File: src/rtl/unary_add_seq_pkg.sv
// Shared types for the unary add sequencer: controller states and accumulator phase encoding.
package unary_seq_pkg;
  typedef enum logic [1:0] {IDLE, LOAD, DRAIN, DONE} state_e;

  localparam logic RW_READ  = 1'b0;
  localparam logic RW_WRITE = 1'b1;
endpackage

File: src/rtl/unary_add_seq_if.sv
// Control-plane and accumulator-facing signals of unary_add_seq; slave = sequencer, master = environment.
// Optional abort/aborted exist only when UNARY_SEQ_ABORT_EN is defined.
interface unary_add_seq_if #(parameter int OPW = 8, parameter int ACC_W = 16);
  logic             start;
  logic [OPW-1:0]   op_a, op_b;
  logic             busy, done;
  logic [ACC_W-1:0] result;
  logic             ovf;
  logic             acc_en, acc_a, acc_b, acc_rw;
  logic             acc_dout, acc_c;
`ifdef UNARY_SEQ_ABORT_EN
  logic             abort, aborted;

  modport slave (input start, op_a, op_b, acc_dout, acc_c, abort,
                 output busy, done, result, ovf, acc_en, acc_a, acc_b, acc_rw, aborted);
  modport master (output start, op_a, op_b, acc_dout, acc_c, abort,
                  input busy, done, result, ovf, acc_en, acc_a, acc_b, acc_rw, aborted);
`else
  modport slave (input start, op_a, op_b, acc_dout, acc_c,
                 output busy, done, result, ovf, acc_en, acc_a, acc_b, acc_rw);
  modport master (output start, op_a, op_b, acc_dout, acc_c,
                  input busy, done, result, ovf, acc_en, acc_a, acc_b, acc_rw);
`endif
endinterface

File: src/rtl/unary_add_seq_stream_gen.sv
// Loadable down-counter that emits one unary pulse per remaining count.
module unary_stream_gen #(parameter int W = 8) (
  input  logic         clk,
  input  logic         rst_n,
  input  logic         load_i,
  input  logic [W-1:0] load_val_i,
  input  logic         en_i,
  input  logic         clr_i,
  output logic         bit_o,
  output logic         last_o
);
  logic [W-1:0] cnt_q;

  always_ff @(posedge clk or negedge rst_n) begin
    if (!rst_n)                     cnt_q <= '0;
    else if (clr_i)                 cnt_q <= '0;
    else if (load_i)                cnt_q <= load_val_i;
    else if (en_i && cnt_q != '0)   cnt_q <= cnt_q - W'(1);
  end

  assign bit_o  = (cnt_q != '0);
  // last: this cycle's pulse (if any) is the final one
  assign last_o = (cnt_q <= W'(1));
endmodule

File: src/rtl/unary_add_seq.sv
// Sequences a unary accumulator through one add: stream operands in (LOAD), count drain pulses back (DRAIN).
// Optional abort during LOAD: define UNARY_SEQ_ABORT_EN.
module unary_add_seq
  import unary_seq_pkg::*;
#(
  parameter int OPW   = 8,
  parameter int ACC_W = 16
) (
  input  logic          clk,
  input  logic          rst_n,
  unary_add_seq_if.slave io
);
  state_e           state_q, state_d;
  logic             first_q;
  logic [ACC_W-1:0] result_q, result_d;
  logic             ovf_q, ovf_d;
  logic             aborted_q, aborted_d;
  logic             ld, dec, clr;
  logic [1:0]       bit_v, last_v;
  logic [1:0][OPW-1:0] op_v;

  assign op_v = {io.op_b, io.op_a};

  for (genvar i = 0; i < 2; i++) begin : g_str
    unary_stream_gen #(.W(OPW)) u_gen (
      .clk        (clk),
      .rst_n      (rst_n),
      .load_i     (ld),
      .load_val_i (op_v[i]),
      .en_i       (dec),
      .clr_i      (clr),
      .bit_o      (bit_v[i]),
      .last_o     (last_v[i])
    );
  end

  always_ff @(posedge clk or negedge rst_n) begin
    if (!rst_n) begin
      state_q   <= IDLE;
      first_q   <= 1'b0;
      result_q  <= '0;
      ovf_q     <= 1'b0;
      aborted_q <= 1'b0;
    end else begin
      state_q   <= state_d;
      first_q   <= (state_d == DRAIN) && (state_q != DRAIN);
      result_q  <= result_d;
      ovf_q     <= ovf_d;
      aborted_q <= aborted_d;
    end
  end

  always_comb begin
    state_d   = state_q;
    result_d  = result_q;
    ovf_d     = ovf_q;
    aborted_d = aborted_q;
    ld        = 1'b0;
    dec       = 1'b0;
    clr       = 1'b0;
    if ((state_q == LOAD || state_q == DRAIN) && io.acc_c) ovf_d = 1'b1;
    unique case (state_q)
      IDLE: if (io.start) begin
        ld        = 1'b1;
        result_d  = '0;
        ovf_d     = 1'b0;
        aborted_d = 1'b0;
        state_d   = (io.op_a == '0 && io.op_b == '0) ? DRAIN : LOAD;
      end
      LOAD: begin
        dec = 1'b1;
`ifdef UNARY_SEQ_ABORT_EN
        if (io.abort) begin
          clr       = 1'b1;
          aborted_d = 1'b1;
          state_d   = DRAIN;
        end else
`endif
        if (last_v[0] && last_v[1]) state_d = DRAIN;
      end
      // drain pulse is registered in the accumulator, so the first cycle has nothing to count
      DRAIN: if (!first_q) begin
        if (io.acc_dout) result_d = result_q + ACC_W'(1);
        else             state_d  = DONE;
      end
      DONE: state_d = IDLE;
      default: state_d = IDLE;
    endcase
  end

  assign io.busy   = (state_q != IDLE);
  assign io.done   = (state_q == DONE);
  assign io.result = result_q;
  assign io.ovf    = ovf_q;
  assign io.acc_en = (state_q == LOAD) || (state_q == DRAIN);
  assign io.acc_rw = (state_q == DRAIN) ? RW_WRITE : RW_READ;
  assign io.acc_a  = (state_q == LOAD) && bit_v[0];
  assign io.acc_b  = (state_q == LOAD) && bit_v[1];
`ifdef UNARY_SEQ_ABORT_EN
  assign io.aborted = aborted_q;
`endif
endmodule

File: src/flat_wrapper.sv
// flat-port wrapper written by rule: the top's interface ports become plain ports
module unary_add_seq_flat import unary_seq_pkg::*;
#(
  parameter int OPW   = 8,
  parameter int ACC_W = 16
)
  (clk, rst_n, io_start, io_op_a, io_op_b, io_acc_dout, io_acc_c, io_busy, io_done, io_result, io_ovf, io_acc_en, io_acc_a, io_acc_b, io_acc_rw);
  unary_add_seq_if #(.OPW(OPW), .ACC_W(ACC_W)) io_i ();
  input  logic clk;
  input  logic rst_n;
  input wire logic [$bits(io_i.start)-1:0] io_start;
  input wire logic [$bits(io_i.op_a)-1:0] io_op_a;
  input wire logic [$bits(io_i.op_b)-1:0] io_op_b;
  input wire logic [$bits(io_i.acc_dout)-1:0] io_acc_dout;
  input wire logic [$bits(io_i.acc_c)-1:0] io_acc_c;
  output wire logic [$bits(io_i.busy)-1:0] io_busy;
  output wire logic [$bits(io_i.done)-1:0] io_done;
  output wire logic [$bits(io_i.result)-1:0] io_result;
  output wire logic [$bits(io_i.ovf)-1:0] io_ovf;
  output wire logic [$bits(io_i.acc_en)-1:0] io_acc_en;
  output wire logic [$bits(io_i.acc_a)-1:0] io_acc_a;
  output wire logic [$bits(io_i.acc_b)-1:0] io_acc_b;
  output wire logic [$bits(io_i.acc_rw)-1:0] io_acc_rw;
  assign io_i.start = io_start;
  assign io_i.op_a = io_op_a;
  assign io_i.op_b = io_op_b;
  assign io_i.acc_dout = io_acc_dout;
  assign io_i.acc_c = io_acc_c;
  assign io_busy = io_i.busy;
  assign io_done = io_i.done;
  assign io_result = io_i.result;
  assign io_ovf = io_i.ovf;
  assign io_acc_en = io_i.acc_en;
  assign io_acc_a = io_i.acc_a;
  assign io_acc_b = io_i.acc_b;
  assign io_acc_rw = io_i.acc_rw;
  unary_add_seq #(.OPW(OPW), .ACC_W(ACC_W)) u_core (.clk(clk), .rst_n(rst_n), .io(io_i));
endmodule
File: config.mk
export PLATFORM = sky130hd
export DESIGN_NAME = unary_add_seq_flat
export DESIGN_NICKNAME = d
export VERILOG_FILES = /design/src/rtl/unary_add_seq_pkg.sv /design/src/rtl/unary_add_seq_if.sv /design/src/rtl/unary_add_seq_stream_gen.sv /design/src/rtl/unary_add_seq.sv /design/src/flat_wrapper.sv
export SDC_FILE = /design/constraint.sdc
export NUM_CORES = 1
export LEC_CHECK = 0
export BUFFER_PORTS_ARGS = -buffer_cell sky130_fd_sc_hd__buf_2
export CAP_MARGIN = 20
export CELL_PAD_IN_SITES_DETAIL_PLACEMENT = 0
export CELL_PAD_IN_SITES_GLOBAL_PLACEMENT = 2
export CORE_MARGIN = 1
export CORE_UTILIZATION = 35
export CTS_BUF_LIST = sky130_fd_sc_hd__clkbuf_4
export DETAILED_ROUTE_END_ITERATION = 16
export PLACE_DENSITY_LB_ADDON = 0.12
export SLEW_MARGIN = 0
export SYNTH_ARGS = -nofsm -noshare
export SYNTH_HDL_FRONTEND = slang
export SYNTH_SLANG_ARGS = --single-unit
File: constraint.sdc
create_clock -name clk -period 2.5 [get_ports clk]
set_clock_uncertainty 0.05 [all_clocks]
set_input_delay 0.375 -clock clk [delete_from_list [all_inputs] [get_ports clk]]
set_output_delay 0.375 -clock clk [all_outputs]
set_load 0.01 [all_outputs]
==> flow_summary.ini <==
[status]
outcome = finished, final reports clean

[cells_and_area]
layout.nets = 319
fin_area_sq_mm = 0.00263
diodes = 0
layout-drive-gt1-share = 0.246
syn2layout_area_growth_pct = 16.2
final_cells = 364

[setup_path]
reg2reg_to = u_core.io.result[4]
crit_family = simple AND/OR/NAND/NOR gates
endpoint = io_acc_a
cp.required_ns = 2.08
critPathArrivalTime_ns = 1.88
crit_path_start = u_core.g_str[0].u_gen.cnt_q[7]
worst_setup_path_end_kind = output pin
cp.depth = 3
path_class = flop to output pin
cp_slowest_cell = or4_4
worstSetupStartpointType = flop
cp_max_fo = 7
r2r_cells = 7
cpPeakStageDelay_ns = 0.60
r2r_start = u_core.state_q[0]
reg2reg_slack_ns = 0.33
cp_num_buf_inv = 1
worstPathCellList = or4_4 > o41a_4 > buf_2

[pwr]
p_per_area_mw_per_mm2 = 914
ir_drop_v = 0.000421
leakage_uw = 0.00120
power_uw = 2400

[clock_network]
cts.sinks = 36
htree_levels = 2
clkLatencyLatePin_ns = 0.35
post_cts_resized = 0
root_buffer = clkbuf_4
postCtsSetupBuffers = 0
cts_buffer_depth = 2
cts_made_buffers = 5
cts_hold_buf = 0
cts_tree = done
cts.clk_slew.worst_paths_ns = 0.13

[timing]
finalSetupViolCount = 0
period_needed_ns = 2.31
fmax_ghz = 0.433
drv_slew = 0
rsz0062_at_grt = no
hold_violations = 0
slew_headroom = 0.451
tns_ns = 0
final.period_utilization = 0.923
worst_slew_pin_slew_ns = 0.824
hold-worst-slack_ns = 0.0517

[logic_synthesis]
syn_avg_cell_area_sq_um = 9.39
async_reset_ff_frac = 1.00
synth-seq-cells = 36
synthesis.area_sq_mm = 0.00226
synth_edf_count = 0
syn_inst = 241
syn-num-nets = 271
synth-seq-area-share = 0.398
ys_types = 53
ys.flop_type = dfrtp_1
yosys_warnings = 0

[placed_design]
place_inst = 357
dpl-instance-area_sq_mm = 0.00258
gp_congestion = 0.720
place_hpwl_mm = 3.76
place.port_buffers = 43

[job]
maxCapViolations = 0

[route]
antenna_left = 0
drc = 0
via_count = 1925
wire_per_inst_um = 13.9
firstDrtPassIters = 4
routed_wl_mm = 5.05
drtIter0Drc = 77
via_per_inst = 5.29

[floorplan]
initial_core_util = 0.373
die_x_um = 82.4
placementRows = 28
fp.dieArea_sq_mm = 0.00679
core_area_sq_mm = 0.00606
fp.dieH_um = 82.4
pin_count = 44

[grt]
track_usage = 0.164
antenna_found_initial = 0
grt_pass1_vias = 1769
grt_max_degree = 37
grt-ovfl-total = 0
grt_pass1_wl_mm = 8.33

[min_path]
hold_class = input port to async pin
[logic make-up (layout without fill, tap and decap cells)]
logic type | count (synthesis) | in the layout | share of synthesized area
simple gates | 95 | 95 | 0.231
mux | 11 | 11 | 0.0498
buf+inv | 20 | 68 | 0.0382
flops | 36 | 36 | 0.398
xor+xnor | 8 | 8 | 0.0310
fa+ha+maj | 9 | 9 | 0.0498
compound gates | 62 | 62 | 0.202
[layer usage]
| metal | GRT usage | wire length, um | vias to the layer above |
|---|---|---|---|
| met5 | 0 | 0 | - |
| li1 | - | - | 984 |
| met4 | 0.0474 | 61 | 0 |
| met1 | 0.214 | 2490 | 896 |
| met3 | 0.0363 | 173 | 6 |
| met2 | 0.269 | 2330 | 39 |
[cell usage in the layout, fill, tap and decap left out, drive strengths merged, types with 7 or more instances in the layout]
master  count
nor2       23
dfrtp      36
nor3        7
buf        51
nand2      18
ha          9
mux2i       9
a21oi      22
nand2b      9
inv        10
nand3       7
o21ai       8
[sequential cells by signal (all words and copies together), names as in the netlist]
register                  flops
u_core.io.ovf                 1
u_core.first_q                1
u_core.state_q                2
u_core.g_str.u_gen.cnt_q     16
u_core.io.result             16
[where the power goes]
group | switching (uW) | internal (uW)
combinational | 649 | 509
clock | 196 | 98.4
sequential | 198 | 752
total | 1040 | 1360
[metrics by stage]
step / utilization / setup WS, ns
global placement: 0.426 / 0.423
detailed placement: 0.426 / 0.342
CTS: 0.434 / 0.172
global route: 0.434 / 0.0804
finish: 0.434 / 0.193
floorplan: - / 0.474
[cells in the mapped netlist (5+ instances only)]
cell type | count | area, sq um
nand4_1 | 5 | 31.3
clkbuf_1 | 5 | 18.8
nand2_1 | 18 | 67.6
nor2_1 | 23 | 86.3
o21ai_0 | 8 | 40.0
nand2b_1 | 9 | 56.3
xnor2_1 | 5 | 43.8
dfrtp_1 | 36 | 901
inv_1 | 10 | 37.5
nor3_1 | 5 | 25.0
mux2i_1 | 9 | 90.1
nand3_1 | 7 | 35.0
a21oi_1 | 22 | 110
ha_1 | 9 | 113
[worst min path at each step]
stage                              start              endpoint  slack, ns  cells after the start
finish                             rst_n   u_core.io.result[2]       0.05                      1
global placement    u_core.io.result[15]  u_core.io.result[15]       0.47                      2
floorplan                          rst_n        u_core.first_q       0.03                      0
global route                       rst_n   u_core.io.result[2]       0.11                      1
detailed placement         u_core.io.ovf         u_core.io.ovf       0.47                      2
CTS                                rst_n   u_core.io.result[2]       0.09                      1
[cell type report]
cell class                 count  area, sq um
fill                         629         3430
multi-input combinational    185         1270
sequential                    36          901
timing repair buffer          51          275
tap                           75         93.8
clock buffer                   5         37.5
inverter                      10         37.5
clock inverter                 2         7.51
Note: power is estimated with default switching activity, not from simulation.
